<file path="config.mk">
export PLATFORM = sky130hd
export DESIGN_NAME = pkt_disassembler
export DESIGN_NICKNAME = d
export VERILOG_FILES = /design/src/rtl/pkt_disassembler.sv
export SDC_FILE = /design/constraint.sdc
export NUM_CORES = 1
export LEC_CHECK = 0
export CAP_MARGIN = 20
export CORE_ASPECT_RATIO = 1.5
export CORE_MARGIN = 3
export CORE_UTILIZATION = 55
export DETAILED_ROUTE_END_ITERATION = 7
export HOLD_SLACK_MARGIN = 0.06
export MAX_ROUTING_LAYER = met4
export PLACE_DENSITY = 0.85
export SKIP_LAST_GASP = 1
export SYNTH_ARGS = -nofsm -noshare
export SYNTH_HDL_FRONTEND = slang
export SYNTH_SLANG_ARGS = --single-unit
</file>
<file path="constraint.sdc">
create_clock -name clk -period 13.3 [get_ports clk]
set_clock_uncertainty 0.05 [all_clocks]
set_input_delay 1.995 -clock clk [delete_from_list [all_inputs] [get_ports clk]]
set_output_delay 1.995 -clock clk [all_outputs]
set_load 0.02 [all_outputs]
</file>
<file path="src/rtl/pkt_disassembler.sv">
// rtl/pkt_disassembler.sv - SpiNNaker multicast packet checker and event-key extractor
//
// Purpose:
//    Receive-side counterpart of the multicast packet assembler. Accepts
//    72-bit SpiNNaker packets ([71:40] payload, [39:8] key, [7:0] header),
//    checks odd parity and packet type, applies a key mask/value filter and
//    forwards the key of every surviving multicast packet as a 32-bit event.
//    Dropped packets are counted in three saturating counters.
//
//    Stage 1 registers the accepted packet and classifies it. Stage 2 is an
//    output register plus one park (skid) register, so pkt_rdy_out is fully
//    registered and never depends combinationally on evt_rdy_in.
//
// Ports:
//    clk                 clock
//    reset               asynchronous, active-high reset
//    filt_msk_in         key filter mask (0 = accept every key)
//    filt_val_in         key filter match value
//    cnt_clr_in          synchronous clear of all counters (wins over increments)
//    pkt_data_in         incoming packet
//    pkt_vld_in          packet valid
//    pkt_rdy_out         packet ready (registered)
//    evt_data_out        extracted key
//    evt_pld_out         payload travelling with the key (optional)
//    evt_pld_flg_out     payload-present flag hdr[1] (optional)
//    evt_vld_out         event valid
//    evt_rdy_in          event ready
//    par_err_cnt_out     parity-error count
//    type_drop_cnt_out   non-multicast packet count
//    filt_drop_cnt_out   filtered-out multicast count
//
// Configuration:
//    PKT_DISASSEMBLER_PLD_EN  when defined, adds evt_pld_out / evt_pld_flg_out

module pkt_disassembler #(
   parameter int PACKET_BITS = 72,
   parameter int CNT_BITS    = 16
) (
   input  logic                   clk,
   input  logic                   reset,
   input  logic [31:0]            filt_msk_in,
   input  logic [31:0]            filt_val_in,
   input  logic                   cnt_clr_in,
   input  logic [PACKET_BITS-1:0] pkt_data_in,
   input  logic                   pkt_vld_in,
   output logic                   pkt_rdy_out,
   output logic [31:0]            evt_data_out,
`ifdef PKT_DISASSEMBLER_PLD_EN
   output logic [31:0]            evt_pld_out,
   output logic                   evt_pld_flg_out,
`endif
   output logic                   evt_vld_out,
   input  logic                   evt_rdy_in,
   output logic [CNT_BITS-1:0]    par_err_cnt_out,
   output logic [CNT_BITS-1:0]    type_drop_cnt_out,
   output logic [CNT_BITS-1:0]    filt_drop_cnt_out
);

   // Event word carried through stage 2: key, optionally {flag, payload, key}.
`ifdef PKT_DISASSEMBLER_PLD_EN
   localparam int EVT_BITS = 65;
`else
   localparam int EVT_BITS = 32;
`endif

   localparam int CNT_PAR  = 0;
   localparam int CNT_TYPE = 1;
   localparam int CNT_FILT = 2;

   // ---------------------------------------------------------------
   // Stage 1: accepted packet and its classification
   // ---------------------------------------------------------------
   logic                   s1_vld_q, s1_vld_d;
   logic [PACKET_BITS-1:0] s1_pkt_q, s1_pkt_d;

   logic [7:0]             s1_hdr;
   logic [31:0]            s1_key;
   logic [31:0]            s1_pld;
   logic                   s1_par_ok;
   logic                   s1_is_mc;
   logic                   s1_filt_ok;
   logic                   s1_par_drop;
   logic                   s1_type_drop;
   logic                   s1_filt_drop;
   logic                   s1_fwd;
   logic [EVT_BITS-1:0]    s1_evt;

   assign s1_hdr = s1_pkt_q[7:0];
   assign s1_key = s1_pkt_q[39:8];
   assign s1_pld = s1_pkt_q[71:40];

   // Odd parity over header and key; payload only takes part when hdr[1] says
   // it is present.
   assign s1_par_ok  = ^{s1_hdr, s1_key, (s1_pld & {32{s1_hdr[1]}})};
   assign s1_is_mc   = (s1_hdr[7:6] == 2'b00);
   assign s1_filt_ok = ((s1_key & filt_msk_in) == (filt_val_in & filt_msk_in));

   // Priority classification: exactly one outcome per valid packet.
   assign s1_par_drop  = s1_vld_q && !s1_par_ok;
   assign s1_type_drop = s1_vld_q &&  s1_par_ok && !s1_is_mc;
   assign s1_filt_drop = s1_vld_q &&  s1_par_ok &&  s1_is_mc && !s1_filt_ok;
   assign s1_fwd       = s1_vld_q &&  s1_par_ok &&  s1_is_mc &&  s1_filt_ok;

`ifdef PKT_DISASSEMBLER_PLD_EN
   assign s1_evt = {s1_hdr[1], (s1_hdr[1] ? s1_pld : 32'h0), s1_key};
`else
   assign s1_evt = s1_key;
`endif

   // ---------------------------------------------------------------
   // Stage 2: output register plus park register
   // ---------------------------------------------------------------
   logic                out_vld_q, out_vld_d;
   logic [EVT_BITS-1:0] out_q, out_d;
   logic                park_vld_q, park_vld_d;
   logic [EVT_BITS-1:0] park_q, park_d;
   logic                pkt_rdy_q, pkt_rdy_d;

   logic                evt_pop;
   logic                pkt_hs;
   logic                s1_hold;

   always_comb begin
      out_vld_d  = out_vld_q;
      out_d      = out_q;
      park_vld_d = park_vld_q;
      park_d     = park_q;
      s1_vld_d   = s1_vld_q;
      s1_pkt_d   = s1_pkt_q;

      evt_pop = out_vld_q && evt_rdy_in;
      pkt_hs  = pkt_vld_in && pkt_rdy_q;

      if (park_vld_q) begin
         // Parked event is always older than stage 1, so it moves first; a
         // forwardable stage-1 event refills the park slot behind it.
         if (evt_pop) begin
            out_d      = park_q;
            park_vld_d = s1_fwd;
            if (s1_fwd) begin
               park_d = s1_evt;
            end
         end
      end else if (out_vld_q && !evt_pop) begin
         // Output stalled: catch the stage-1 event in the park register.
         if (s1_fwd) begin
            park_vld_d = 1'b1;
            park_d     = s1_evt;
         end
      end else begin
         out_vld_d = s1_fwd;
         if (s1_fwd) begin
            out_d = s1_evt;
         end
      end

      // Stage 1 can only be blocked when both stage-2 slots are occupied and
      // nothing leaves; dropped packets never block.
      s1_hold = s1_fwd && park_vld_q && !evt_pop;

      if (pkt_hs) begin
         s1_vld_d = 1'b1;
         s1_pkt_d = pkt_data_in;
      end else if (!s1_hold) begin
         s1_vld_d = 1'b0;
      end

      // Drop ready while the park slot is filling or full, and come back only
      // once it has been empty for a full cycle. Ready high therefore
      // guarantees stage 1 will be free at the accepting edge.
      pkt_rdy_d = !park_vld_d && !park_vld_q;
   end

   always_ff @(posedge clk or posedge reset) begin
      if (reset) begin
         s1_vld_q   <= 1'b0;
         s1_pkt_q   <= '0;
         out_vld_q  <= 1'b0;
         out_q      <= '0;
         park_vld_q <= 1'b0;
         park_q     <= '0;
         pkt_rdy_q  <= 1'b0;
      end else begin
         s1_vld_q   <= s1_vld_d;
         s1_pkt_q   <= s1_pkt_d;
         out_vld_q  <= out_vld_d;
         out_q      <= out_d;
         park_vld_q <= park_vld_d;
         park_q     <= park_d;
         pkt_rdy_q  <= pkt_rdy_d;
      end
   end

   // ---------------------------------------------------------------
   // Saturating drop counters, one edge after classification
   // ---------------------------------------------------------------
   logic [2:0]          cnt_inc;
   logic [CNT_BITS-1:0] cnt_q [3];
   logic [CNT_BITS-1:0] cnt_d [3];

   assign cnt_inc[CNT_PAR]  = s1_par_drop;
   assign cnt_inc[CNT_TYPE] = s1_type_drop;
   assign cnt_inc[CNT_FILT] = s1_filt_drop;

   always_comb begin
      for (int i = 0; i < 3; i++) begin
         cnt_d[i] = cnt_q[i];
         if (cnt_clr_in) begin
            // A coincident increment is intentionally lost.
            cnt_d[i] = '0;
         end else if (cnt_inc[i] && (cnt_q[i] != {CNT_BITS{1'b1}})) begin
            cnt_d[i] = cnt_q[i] + CNT_BITS'(1);
         end
      end
   end

   always_ff @(posedge clk or posedge reset) begin
      if (reset) begin
         for (int i = 0; i < 3; i++) begin
            cnt_q[i] <= '0;
         end
      end else begin
         for (int i = 0; i < 3; i++) begin
            cnt_q[i] <= cnt_d[i];
         end
      end
   end

   // ---------------------------------------------------------------
   // Outputs
   // ---------------------------------------------------------------
   assign pkt_rdy_out       = pkt_rdy_q;
   assign evt_vld_out       = out_vld_q;
   assign evt_data_out      = out_q[31:0];
`ifdef PKT_DISASSEMBLER_PLD_EN
   assign evt_pld_out       = out_q[63:32];
   assign evt_pld_flg_out   = out_q[64];
`endif
   assign par_err_cnt_out   = cnt_q[CNT_PAR];
   assign type_drop_cnt_out = cnt_q[CNT_TYPE];
   assign filt_drop_cnt_out = cnt_q[CNT_FILT];

endmodule

</file>
# Word-level counts from Yosys, hierarchy flattened
# Cells that the tools add are included.
[word_totals]
reg_bits = 188
output_inout_bits = 82
elab_cells = 76
[classes]
n_addsub = 3
eq_ne = 7
n_mux = 20
n_bitwise = 5
reduce_logical = 31
[op_table]
columns = ["operator", "count"]
rows = [
  ["$mux W32", 8],
  ["$and A32 B32 Y32", 3],
  ["$mux W16", 6],
  ["$reduce_xor A72 Y1", 1],
  ["$add A16 B1 Y16 const B", 3],
  ["$ne A16 B16 Y1 const B", 3],
  ["$eq A32 B32 Y1", 1],
  ["$logic_and A1 B1 Y1", 15],
  ["$reduce_bool A2 Y1", 5],
  ["$logic_not A1 Y1", 6],
  ["$mux W1", 6],
  ["$ne A2 B2 Y1 const B", 2],
  ["$reduce_and A2 Y1", 2],
  ["$reduce_and A3 Y1", 1],
  ["$logic_not A2 Y1", 1],
  ["$ne A2 B1 Y1 const B", 1],
  ["$not A1 Y1", 2],
]

# Depth between registers and ports, before layout
[logic_depth]
depth_word = 10
mapped_depth = 14
depth_no_buf = 11

# Worst setup path after synthesis
# OpenSTA, ideal clock, no wires.
[synth_path]
path_kind = "input-to-reg"
start = "input filt_val_in[30]"
end = "register cnt_q, in the netlist filt_drop_cnt_out[1]"
setup_ns = 0.132
arrival_time_ns = 3.924
t_required_ns = 13.118
path_slack_ns = 9.194
stages = 11
n_path_buf = 2
path_cell_list = "xor2_1 -> a22oi_1 -> nand4_1 -> nor4_1 -> nor3_1 -> o211ai_1 -> and2_1 -> clkbuf_1 -> buf_2 -> mux2i_1 -> nor2_1"
[synth_between]
elab_chain_len = 6
[synth_lines]
columns = ["item", "line_no", "text"]
rows = [
  ["start, declared", "42", "input logic [31:0] filt_val_in,"],
  ["$and A32 B32 Y32", "96", "assign s1_filt_ok = ((s1_key & filt_msk_in) == (filt_val_in & filt_msk_in));"],
  ["$eq A32 B32 Y1", "96", ""],
  ["$logic_not A1 Y1", "101", "assign s1_filt_drop = s1_vld_q && s1_par_ok && s1_is_mc && !s1_filt_ok;"],
  ["$logic_and A1 B1 Y1", "101", ""],
  ["$logic_and A1 B1 Y1", "211", "end else if (cnt_inc[i] && (cnt_q[i] != {CNT_BITS{1'b1}})) begin"],
  ["$reduce_bool A2 Y1 (no source line)", "n/a", ""],
  ["end signal, assigned by index", "224", "cnt_q[i] <= cnt_d[i];"],
  ["end, declared", "198", "logic [CNT_BITS-1:0] cnt_q [3];"],
]
# No other way between the ends.
# A chain may end at the register's enable or synchronous reset.

# Final worst setup path
[layout_path]
start = "input filt_val_in[25]"
end = "register park_q[29]"
[layout_between]
elab_chain_len = 6
elab_cells_between_ends = 7
classes_between = "1 x eq/ne; 4 x mux; 1 x bitwise; 1 x reduce/logical"
[layout_lines]
columns = ["item", "line_no", "text"]
rows = [
  ["$and A32 B32 Y32 *", "96", ""],
  ["$eq A32 B32 Y1 *", "96", ""],
  ["$logic_and A1 B1 Y1 *", "102", "assign s1_fwd = s1_vld_q && s1_par_ok && s1_is_mc && s1_filt_ok;"],
  ["$mux W32 *", "n/a", ""],
  ["$mux W32 (on tied branches)", "n/a", ""],
  ["$mux W32 *", "n/a", ""],
  ["end signal, assigned", "189", "park_q <= park_d;"],
  ["end, declared", "116", "logic [EVT_BITS-1:0] park_q, park_d;"],
]
# Mark *: on every way between the ends. The rest lies on a longest branch, timed or not. The select of a mux whose other input is x is not followed.

==> impl_metrics.env <==
export IMPL_cts_setup_buffers=0
export IMPL_critical_path_class="in -> reg"
export IMPL_worstMarginPinSlew_ns=1.118
export IMPL_wl_per_cell_um=20.33
export IMPL_timing_slew_headroom=0.2545
export IMPL_cts_tree="done"
export IMPL_critPathCaptureType="register"
export IMPL_cp_start_kind="input pin"
export IMPL_synth_edf_count=0
export IMPL_yosysWarnings=0
export IMPL_gp_congestion=0.8638
export IMPL_synth_top_area_frac=0.4853
export IMPL_vdd_drop_max_mv=0.1276
export IMPL_ctsResizeCount=0
export IMPL_antenna_left=0
export IMPL_rows=58
export IMPL_clk_path_buf_depth=2
export IMPL_p_per_area_nw_per_um2=133.5
export IMPL_drv_cap=0
export IMPL_worstReg2RegEnd="park_q[29]$_DFFE_PP0P_"
export IMPL_yosys_most_used_dff="dfrtp_1"
export IMPL_min_from="park_q[12]$_DFFE_PP0P_"
export IMPL_fp_coreArea_um2=17050
export IMPL_drive_gt1_frac=0.1551
export IMPL_ys_types=51
export IMPL_slowest_stage="and3_2"
export IMPL_rr_startpoint="s1_pkt_q[7]$_DFFE_PP0P_"
export IMPL_drt_pre_antenna_iters=6
export IMPL_layout_common_cells="221 x clkdlybuf4s50_1, 188 x dfrtp_1, 79 x mux2_2"
export IMPL_cts_sinks=188
export IMPL_final_common_cell="clkdlybuf4s50_1"
export IMPL_synth_top_area_cell="dfrtp_1"
export IMPL_hold_viol=0
export IMPL_multiInputGateArea_um2=4698
export IMPL_async_flop_share=1.000
export IMPL_fmax_mhz=187.0
export IMPL_r2r_setup_slack_ns=9.23
export IMPL_vias=7661
export IMPL_max_stage_delay_ns=0.92
export IMPL_place_hpwl_um=18520
export IMPL_cp_required_ns=13.57
export IMPL_globalRouteTotalUtil=0.2782
export IMPL_fill_cells=1144
export IMPL_grt_overflow=0
export IMPL_die_area_um2=19290
export IMPL_synth_seq_cells=188
export IMPL_seq_area_um2=4705
export IMPL_antenna_found_initial=3
export IMPL_ys_seq_area_frac=0.4853
export IMPL_io_pins=223
export IMPL_ctsHoldBuffers=0
export IMPL_netlist_instances=862
export IMPL_clk_pin_slew_ns=0.07
export IMPL_fin_nets=1209
export IMPL_crit_path_cell_trace="clkdlybuf4s50_1 -> xor2_1 -> a22oi_1 -> nand4_1 -> nor4_1 -> o211a_2 -> and3_2 -> mux2_2"
export IMPL_grt_pass1_vias=7590
export IMPL_root_buffer="clkbuf_16"
export IMPL_drc=0
export IMPL_cp_max_fo=32
export IMPL_post_route_min_period_ns=5.348
export IMPL_die_w_um=114.4
export IMPL_min_period_over_period=0.4021
export IMPL_dpl_worst_slack_ns=7.519
export IMPL_die_h_um=168.6
export IMPL_ff2ff_path_depth=11
export IMPL_mappedNetlistNets=1007
export IMPL_setup_viol=0
export IMPL_ys_top_cells_by_area="dfrtp_1 49%, mux2_2 9.2%, xnor2_1 6.7%"
export IMPL_finalSetupTns_ns=0
export IMPL_clock_latency_ns=0.44
export IMPL_avgSynthCellArea_um2=11.25
export IMPL_syn_area_um2=9694
export IMPL_syn2layout_area_growth_pct=30.11
export IMPL_hp_class="reg -> reg"
export IMPL_vias_per_cell=5.939
export IMPL_whs_path_depth=1
export IMPL_outcome="completed"
export IMPL_grt_pass1_wl_um=40890
export IMPL_arrival_ns=5.62
export IMPL_cts_buffers=17
export IMPL_ctsHtreeMaxLevel=4
export IMPL_numPortBuffers=222
export IMPL_total_leakage_power_nw=5.171
export IMPL_drv_slew=0
export IMPL_grt_start_max_net_pins=74
export IMPL_wl_um=26220
export IMPL_initial_core_util=0.5685
export IMPL_setup_ws_ns=7.952
export IMPL_dr_first_iter_drc_count=699
export IMPL_min_to="park_q[12]$_DFFE_PP0P_"
export IMPL_rsz0062_at_grt="false"
[state kept, by name, indices dropped and copies added (netlist names)]
signal and flops:
type_drop_cnt_out 16, pkt_rdy_out 1, park_vld_q 1, s1_vld_q 1, s1_pkt_q 72, evt_vld_out 1
filt_drop_cnt_out 16, evt_data_out 32, park_q 32, par_err_cnt_out 16
[worst max path at each step]
stage                     from                          end  slack, ns  cells after the start
3_5_place_dp   filt_val_in[25]       park_q[29]$_DFFE_PP0P_       7.52                      8
5_1_grt        filt_val_in[25]       park_q[29]$_DFFE_PP0P_       7.88                      8
6_report       filt_val_in[25]       park_q[29]$_DFFE_PP0P_       7.95                      8
3_3_place_gp   filt_val_in[25]       park_q[28]$_DFFE_PP0P_       7.55                      8
2_1_floorplan            reset  evt_data_out[0]$_DFFE_PP0P_       6.14                      1
4_1_cts        filt_val_in[25]       park_q[29]$_DFFE_PP0P_       7.97                      8
[routing by layer]
metal	up-vias	share of wire	GRT usage
met5	-	0	-
met1	3795	0.39	0.3321
met3	60	0.053	0.04328
met4	0	0.040	0.1158
met2	299	0.52	0.4669
li1	3507	-	-
[logic make-up (layout without fill, tap and decap cells)]
| logic type | Yosys count | count (layout) | share of synthesized area |
|---|---|---|---|
| other cells | 0 | 3 | 0 |
| mux | 113 | 113 | 0.1425 |
| buf+inv | 66 | 281 | 0.03252 |
| xor+xnor | 120 | 120 | 0.1119 |
| simple gates | 218 | 218 | 0.1213 |
| flops | 188 | 188 | 0.4853 |
| fa+ha+maj | 4 | 4 | 0.005163 |
| compound gates | 153 | 153 | 0.1013 |
[power by group]
group | switching, mW | leakage [nW] | internal [mW] | total, mW
Combinational | 0.294 | 2.60 | 0.246 | 0.539
Sequential | 0.0346 | 2.29 | 0.598 | 0.633
Clock | 0.238 | 0.284 | 0.274 | 0.512
Total | 0.566 | 5.17 | 1.12 | 1.68
[worst max-delay path, delay by kind of cell]
family                    cells  cell delay [ns]
and+or+nand+nor               3             1.90
AOI/OAI and AO/OA             2             0.61
buffers and inverters         1             0.45
muxes                         1             0.43
xor gates and xnor gates      1             0.23
[stage by stage]
| step | hold WS, ns | std cells | instance area, um^2 | utilization | total power [mW] |
|---|---|---|---|---|---|
| 6_report | 0.4635 | 1290 | 12610 | 0.7396 | 1.683 |
| 5_1_grt | 0.4748 | 1290 | 12610 | 0.7396 | 1.756 |
| 4_1_cts | 0.4612 | 1287 | 12610 | 0.7392 | 1.690 |
| 3_5_place_dp | 0.4372 | 1255 | 12020 | 0.7048 | 1.177 |
| 3_3_place_gp | 0.4409 | 1255 | 12020 | 0.7048 | 1.166 |
| 2_1_floorplan | 0.4240 | 862 | 9694 | - | 1.027 |
[layout make-up]
type,count,share of cell area
clock inverters,13,0.01061
clock buffers,19,0.03591
flip-flops and latches,188,0.3730
inverters,19,0.006051
multi-input cells,608,0.3725
well taps,210,0.02083
diodes,3,0.0005952
repair buffers,230,0.1805
[synth_stat cells (2+ instances only)]
| master | count |
|---|---|
| or2_2 | 3 |
| a21oi_1 | 57 |
| mux2i_1 | 3 |
| nor3_1 | 5 |
| nand4_1 | 37 |
| buf_2 | 3 |
| and2_1 | 2 |
| or3b_2 | 2 |
| a22oi_1 | 16 |
| nor2_1 | 35 |
| ha_1 | 4 |
| xnor2_1 | 74 |
| nand4b_1 | 2 |
| xor2_1 | 44 |
| o21ai_0 | 11 |
| nand2_1 | 45 |
| dfrtp_1 | 188 |
| buf_6 | 2 |
| o211ai_1 | 28 |
| inv_1 | 18 |
| and4_1 | 2 |
| o22ai_1 | 14 |
| or4_1 | 11 |
| or3_1 | 7 |
| a211oi_1 | 3 |
| and3_1 | 33 |
| o41ai_1 | 2 |
| o31ai_1 | 7 |
| a31oi_1 | 2 |
| clkbuf_1 | 39 |
| nor4_1 | 2 |
| nor2b_1 | 8 |
| nand3_1 | 21 |
| buf_12 | 3 |
| a2111oi_0 | 3 |
| mux2_2 | 79 |
| a21o_1 | 4 |
| mux2_4 | 30 |
Note: power is estimated with default switching activity, not from simulation.
